==> src/rtl/seq_det_pkg.sv <==
// seq_det_pkg: shared state encoding and match-mode constants for the serial pattern detector
package seq_det_pkg;
  typedef enum logic [1:0] {
    S_FILL  = 2'd0,
    S_HUNT  = 2'd1,
    S_MATCH = 2'd2
  } state_t;
  localparam logic MODE_OVL  = 1'b0;
  localparam logic MODE_NOVL = 1'b1;
endpackage

==> src/rtl/sat_counter.sv <==
// sat_counter: clearable up-counter that sticks at all-ones
module sat_counter #(
  parameter int CW = 8
) (
  input  logic          ClkM,
  input  logic          RstM_n,
  input  logic          inc,
  input  logic          clr,
  output logic [CW-1:0] cnt,
  output logic          sat
);
  assign sat = &cnt;
  always_ff @(posedge ClkM or negedge RstM_n)
    if (!RstM_n) cnt <= '0;
    else if (clr) cnt <= '0;
    else if (inc && !sat) cnt <= cnt + CW'(1);
endmodule

==> src/rtl/moore_seq_detector.sv <==
// moore_seq_detector: Moore detector for a loadable N-bit serial pattern with
// overlapping/non-overlapping match modes and a saturating match counter
module moore_seq_detector
  import seq_det_pkg::*;
#(
  parameter int           N           = 4,
  parameter logic [N-1:0] DEFAULT_PAT = N'(4'b1011),
  parameter int           CW          = 8
) (
  input  logic          ClkM,
  input  logic          RstM_n,
  input  logic          En,
  input  logic          A,
  input  logic          Load,
  input  logic [N-1:0]  PatIn,
  input  logic          Mode,
  output logic          Z,
  output logic [CW-1:0] MatchCnt,
  output logic          CntSat
);
  localparam int FW = $clog2(N + 1);
  localparam logic [FW-1:0] FULL = FW'(N);
  state_t state, stateNx;
  logic [N-1:0] pat, patNx, hist, histNx, histShift;
  logic [FW-1:0] fill, fillNx, fillInc;
  logic hit;
  assign histShift = {hist[N-2:0], A};
  assign fillInc = (fill == FULL) ? fill : fill + FW'(1);
  assign hit = (fillInc == FULL) && (histShift == pat);
  assign Z = (state == S_MATCH);
  always_comb begin
    patNx = pat;
    histNx = hist;
    fillNx = fill;
    stateNx = state;
    if (Load) begin
      patNx = PatIn;
      histNx = '0;
      fillNx = '0;
      stateNx = S_FILL;
    end else if (En) begin
      histNx = (hit && Mode == MODE_NOVL) ? '0 : histShift;
      fillNx = hit ? ((Mode == MODE_NOVL) ? '0 : FULL) : fillInc;
      stateNx = hit ? S_MATCH : (fillInc == FULL) ? S_HUNT : S_FILL;
    end
  end
  always_ff @(posedge ClkM or negedge RstM_n)
    if (!RstM_n) begin
      pat <= DEFAULT_PAT;
      hist <= '0;
      fill <= '0;
      state <= S_FILL;
    end else begin
      pat <= patNx;
      hist <= histNx;
      fill <= fillNx;
      state <= stateNx;
    end
  sat_counter #(.CW(CW)) uCnt (
    .ClkM   (ClkM),
    .RstM_n (RstM_n),
    .inc    (En && !Load && hit),
    .clr    (Load),
    .cnt    (MatchCnt),
    .sat    (CntSat)
  );
endmodule

==> config.mk <==
export PLATFORM = sky130hd
export DESIGN_NAME = moore_seq_detector
export DESIGN_NICKNAME = d
export VERILOG_FILES = /design/src/rtl/seq_det_pkg.sv /design/src/rtl/sat_counter.sv /design/src/rtl/moore_seq_detector.sv
export SDC_FILE = /design/constraint.sdc
export NUM_CORES = 1
export LEC_CHECK = 0
export CORE_MARGIN = 3
export CORE_UTILIZATION = 53
export CTS_BUF_LIST = sky130_fd_sc_hd__clkbuf_4
export DETAILED_ROUTE_END_ITERATION = 16
export PLACE_DENSITY = 0.87
export SLEW_MARGIN = 20
export SYNTH_ARGS = -nofsm -noshare
export SYNTH_HDL_FRONTEND = slang
export SYNTH_SLANG_ARGS = --single-unit
export TNS_END_PERCENT = 50
==> constraint.sdc <==
create_clock -name ClkM -period 3 [get_ports ClkM]
set_clock_uncertainty 0.1 [all_clocks]
set_input_delay 0.3 -clock ClkM [delete_from_list [all_inputs] [get_ports ClkM]]
set_output_delay 0.3 -clock ClkM [all_outputs]
set_load 0.05 [all_outputs]
==> metrics.csv, run 1 <==
metric,value,unit
DRC errors left,0,
fmax,0.375,GHz
Starting Density,58.1,%
total CTS buffers,3,
leak pwr,0.596,nW
Post-synth EDFFs,0,
DP HPWL,1580,µm
initial antenna violation count,0,
Cells after Synth,99,
Avg Inst Size Synth,10.6,µm²
worst setup margin,332,ps
slew at the pin closest to its max-slew limit,909,ps
Tot GR Track Use,19.3,%
Hold WC Path Type,in -> async,
Syn Nets,112,
core area,1800,µm²
Max-Cap Viols,0,
fin crit share,88.9,%
cts repair resizes,0,
final cell count without fillers,144,
vias in the first global route,811,
IO Pins,20,
Critical Path RT,2600,ps
die width,50.5,µm
hold_ws,365,ps
status,completed,
Comb pwr share,10.9,%
drt wl/cell,15.3,µm
largest net degree at the start of global routing,21,
crit path time final,2670,ps
top cell type's share of synthesized area,40.6,%
drt initial violations,14,
Layout fillers,137,
area grow syn2layout,25.1,%
via count,818,
Sw Share,22.4,%
"antenna viol nets, final",0,
ranking of synthesized cells by area,"dfrtp_1 41%, dfstp_2 7.5%, mux2_2 4.3%",
global-route wire length before repair,3650,µm
Seq cells post-synth,20,
endpoint class of the critical path,output port,
Syn Std Cell Area,1050,µm²
post-CTS setup buffers,0,
Die ar.,2550,µm²
worst r2r dst,uCnt.cnt[5]$_DFFE_PN0P_,
register area share after synthesis,48.1,%
Reg area,504,µm²
slew margin rel.,39.2,%
Final Slew Violations,0,
Worst-path clk slew,130,ps
Post-synth top cells,"17 x dfrtp_1, 7 x a21oi_1, 7 x nor2_1, 6 x nand2_1",
I/O Buffers,19,
routability congestion estimate,0.834,
TNS Setup,0,ps
# rows,15,
antenna cells,0,
Setup CP Type,reg -> out,
final hold viol count,0,
clock tree root buffer cell,clkbuf_4,
RSZ-0062 raised after global routing,no,
Internal Dissipation,0.449,mW
GRT overflow,0,
cts hold-fix bufs,0,
Async SR Flop Fraction,100,%
worst ir drop on vdd,353,µV
distinct cell type count after synthesis,36,
post-DR vias/cell,5.68,
share of power burned in registers,50.3,%
Clock Path Buffers,2,
worst skew pair latency,330,ps
Clk pwr share,38.8,%
# clock sinks,20,
startpoint types,flip-flop,
Cells after DPL,140,
largest area contributor in the netlist,dfrtp_1,
Final Setup Violations,0,
worst r2r path cells,7,
CTS tree,yes,
Switch Pwr,0.129,mW
pre-CTS setup slack,460,ps
final net count,133,
"reg-to-reg slack, setup",470,ps
Synth Flop Type,dfrtp_1,
fin util,72.7,%
share of cells above drive strength 1,13.4,%
drt pass-1 iters,4,
Yosys warnings,0,
H-tree levels,1,
Routed WL,2200,µm
most numerous cell in the Yosys netlist,dfrtp_1,
PwrDens,442,nW/µm²
Critical Path Fanout Max,5,
start of the worst register-to-register path,fill[0]$_DFFE_PN0P_,
area of the multi-input gates,505,µm²
Die Ht,50.5,µm
arrival time at the worst endpoint,2270,ps
power by group through the flow:
stage | combinational (mW) | sequential [mW] | clock (mW)
2_1_floorplan | 0.0382 | 0.294 | 0
3_3_place_gp | 0.0605 | 0.295 | 0
3_5_place_dp | 0.0629 | 0.296 | 0
4_1_cts | 0.0641 | 0.291 | 0.226
5_1_grt | 0.0700 | 0.293 | 0.237
6_report | 0.0631 | 0.291 | 0.225
critical path: stages (launching register included):
cell,delay (ps)
dfrtp_1,420
ha_1,230
and3_1,210
nand3_1,210
inv_1,100
clkdlybuf4s50_1,800
flip-flops by register name, summed over array words and instances (netlist names):
signal / cells
uCnt.cnt: 8
pat: 4
fill: 3
hist: 3
state: 2
layout by cell type, fill, tap and decap left out, drive strengths merged, types with 3 or more instances in the layout:
cell	instances
a21oi	7
a22o	3
a311oi	3
and3	4
clkbuf	3
clkdlybuf4s50	19
dfrtp	17
dfstp	3
ha	3
inv	5
mux2	5
nand2	6
nand3	4
nor2	7
nor2b	3
xor2	5
worst max path at each step:
stage                     cells past startpoint                      end               startpoint
after floorplan                               8  uCnt.cnt[5]$_DFFE_PN0P_      fill[0]$_DFFE_PN0P_
after global placement                        7  uCnt.cnt[5]$_DFFE_PN0P_      fill[0]$_DFFE_PN0P_
after detailed placement                      7  uCnt.cnt[5]$_DFFE_PN0P_      fill[0]$_DFFE_PN0P_
after CTS                                     5                   CntSat  uCnt.cnt[0]$_DFFE_PN0P_
after global routing                          5                   CntSat  uCnt.cnt[0]$_DFFE_PN0P_
final                                         5                   CntSat  uCnt.cnt[0]$_DFFE_PN0P_
stage by stage:
step	total power [mW]	cell area (µm²)
finish	0.579	1310
global route	0.600	1310
CTS	0.581	1310
detailed placement	0.359	1260
global placement	0.355	1260
floorplan	0.332	1050
logic make-up after synthesis:
logic type / share of synthesized area, %
compound gates: 12.9
xor+xnor: 5.02
fa+ha+maj: 3.58
buf+inv: 3.58
flops: 48.1
mux: 6.69
simple gates: 20.1
per-layer routing:
layer	up-vias	track usage, %	wire (µm)
met5	-	0	0
met4	0	7.62	25
met3	2	6.53	97
met2	15	34.1	1090
met1	400	21.0	988
li1	401	-	-
layout make-up:
class,instances,share of cell area (%)
multi-input combinational,70,38.6
sequential,20,38.5
timing repair buffer,20,15.1
tap,25,2.39
clock inverter,1,2.29
clock buffer,3,1.72
inverter,5,1.43
No activity file was read; power rests on OpenSTA's default activity.
==> run 2: changes to the inputs <==
--- a/config.mk
+++ b/config.mk
@@ -9,7 +9,7 @@
 export CORE_UTILIZATION = 53
 export CTS_BUF_LIST = sky130_fd_sc_hd__clkbuf_4
 export DETAILED_ROUTE_END_ITERATION = 16
-export PLACE_DENSITY = 0.87
+export PLACE_DENSITY = 0.81
 export SLEW_MARGIN = 20
 export SYNTH_ARGS = -nofsm -noshare
 export SYNTH_HDL_FRONTEND = slang
==> metrics.csv, run 2 (same netlist as run 1, synthesis figures left out) <==
metric,value,unit,change
"leading cell type in the layout, fill and taps excluded",clkdlybuf4s50_1,,
DRC errors left,0,,unchanged
routability congestion estimate,0.816,,-2.1%
area grow syn2layout,25.1,%,unchanged
PwrDens,435,nW/µm²,-1.5%
CP top delay family,buffers and inverters,,
share of cells above drive strength 1,13.4,%,unchanged
Worst-path clk slew,110,ps,-20 ps
final hold viol count,0,,unchanged
number of buffers and inverters on the critical path,2,,unchanged
final net count,133,,unchanged
leak pwr,0.596,nW,unchanged
final cell count without fillers,144,,unchanged
Final Setup Violations,0,,unchanged
cts repair resizes,0,,unchanged
Die Ht,50.5,µm,unchanged
H-tree levels,1,,unchanged
critical path's slowest cell,clkdlybuf4s50_1,,
cts hold-fix bufs,0,,unchanged
total CTS buffers,3,,unchanged
global-route wire length before repair,3580,µm,-1.9%
drt initial violations,15,,+1
Die ar.,2550,µm²,unchanged
startpoint types,flip-flop,,
Routed WL,2160,µm,-1.6%
I/O Buffers,19,,unchanged
top flop regs,"uCnt.cnt (8), pat (4)",,
most frequent cells in the layout,"19 x clkdlybuf4s50_1, 17 x dfrtp_1, 7 x nor2_1, 7 x a21oi_1, 6 x nand2_1",,
Final Slew Violations,0,,unchanged
Starting Density,58.1,%,unchanged
initial antenna violation count,0,,unchanged
critical path cell sequence,ha_1 -> and3_1 -> nand3_1 -> inv_1 -> clkdlybuf4s50_1,,
worst ir drop on vdd,318,µV,-9.9%
fmax,0.371,GHz,-0.98%
CTS tree,yes,,
drt pass-1 iters,4,,unchanged
worst skew pair latency,300,ps,-30 ps
Setup CP Type,reg -> out,,
IO Pins,20,,unchanged
arrival time at the worst endpoint,2290,ps,+20 ps
status,completed,,
Tot Pwr,0.570,mW,-1.5%
slew at the pin closest to its max-slew limit,862,ps,-47.5 ps
Critical Path Max Stage Delay,800,ps,about the same
post-CTS setup buffers,0,,unchanged
Tot GR Track Use,18.7,%,-0.65 points
Clock Path Buffers,2,,unchanged
largest net degree at the start of global routing,22,,+4.8%
TNS Setup,0,ps,unchanged
max reg flops,8,,unchanged
crit path time final,2690,ps,+26.5 ps
antenna cells,0,,unchanged
endpoint class of the critical path,output port,,
"Most flops, register",uCnt.cnt,,
clock tree root buffer cell,clkbuf_4,,
fin crit share,89.8,%,+0.88 points
core area,1800,µm²,unchanged
"antenna viol nets, final",0,,unchanged
die width,50.5,µm,unchanged
hold_ws,382,ps,+17.2 ps
DP HPWL,1560,µm,-1.2%
Hold WC Path Type,in -> async,,
Critical Path RT,2600,ps,about the same
# clock sinks,20,,unchanged
via count,841,,+2.8%
Max-Cap Viols,0,,unchanged
GRT overflow,0,,unchanged
vias in the first global route,809,,-0.25%
# rows,15,,unchanged
RSZ-0062 raised after global routing,no,,
post-DR vias/cell,5.84,,+2.8%
slew margin rel.,42.4,%,+3.2 points
Critical Path Fanout Max,5,,unchanged
drt wl/cell,15.0,µm,-1.6%
Cells after DPL,140,,unchanged
run 2: final cells by class:
type,instances,area [µm²]
multi-input combinational,70,505
sequential,20,504
fill,131,492
timing repair buffer,20,198
tap,25,31.3
clock inverter,1,30.0
clock buffer,3,22.5
inverter,5,18.8
run 2: metrics by stage:
| stage | worst slack, ps | util [%] | area (µm²) |
|---|---|---|---|
| 4_1_cts | 309 | 72.7 | 1310 |
| 5_1_grt | 199 | 72.7 | 1310 |
| 2_1_floorplan | 683 | - | 1050 |
| 3_3_place_gp | 574 | 69.8 | 1260 |
| 6_report | 305 | 72.7 | 1310 |
| 3_5_place_dp | 463 | 69.8 | 1260 |
run 2: worst reg2reg max path, delay by kind of cell, from the launching register on:
| kind | cells | cell delay, ps |
|---|---|---|
| AO/OA/AOI/OAI | 1 | 360 |
| adder cells (fa/ha/maj) | 1 | 240 |
| buffers and inverters | 1 | 90 |
| flip-flops | 1 | 410 |
| multiplexers | 1 | 310 |
| AND/OR/NAND/NOR | 3 | 1000 |
run 2: worst paths after layout:
path,from,endpoint,slack [ps],depth (start not counted)
min reg2reg,state[0]$_DFFE_PN0P_,state[0]$_DFFE_PN0P_,430,2
max,uCnt.cnt[0]$_DFFE_PN0P_,CntSat,310,5
max reg2reg,fill[0]$_DFFE_PN0P_,uCnt.cnt[5]$_DFFE_PN0P_,390,7
max in group asynchronous,RstM_n,uCnt.cnt[2]$_DFFE_PN0P_,1890,1
min,RstM_n,uCnt.cnt[6]$_DFFE_PN0P_,380,1
min in group ClkM,state[0]$_DFFE_PN0P_,state[0]$_DFFE_PN0P_,430,2
run 2: layer usage:
| layer | global-route usage, % | part of all wire, % | up-vias |
|---|---|---|---|
| met5 | 0 | 0 | - |
| met2 | 30.4 | 49 | 34 |
| li1 | - | - | 400 |
| met3 | 2.97 | 5.7 | 2 |
| met1 | 25.0 | 45 | 405 |
| met4 | 6.73 | 0.32 | 0 |
run 2: power breakdown:
| part | switching (mW) | internal (mW) |
|---|---|---|
| Combinational | 0.0317 | 0.0311 |
| Clock | 0.0813 | 0.135 |
| Sequential | 0.00842 | 0.282 |
| Total | 0.121 | 0.449 |
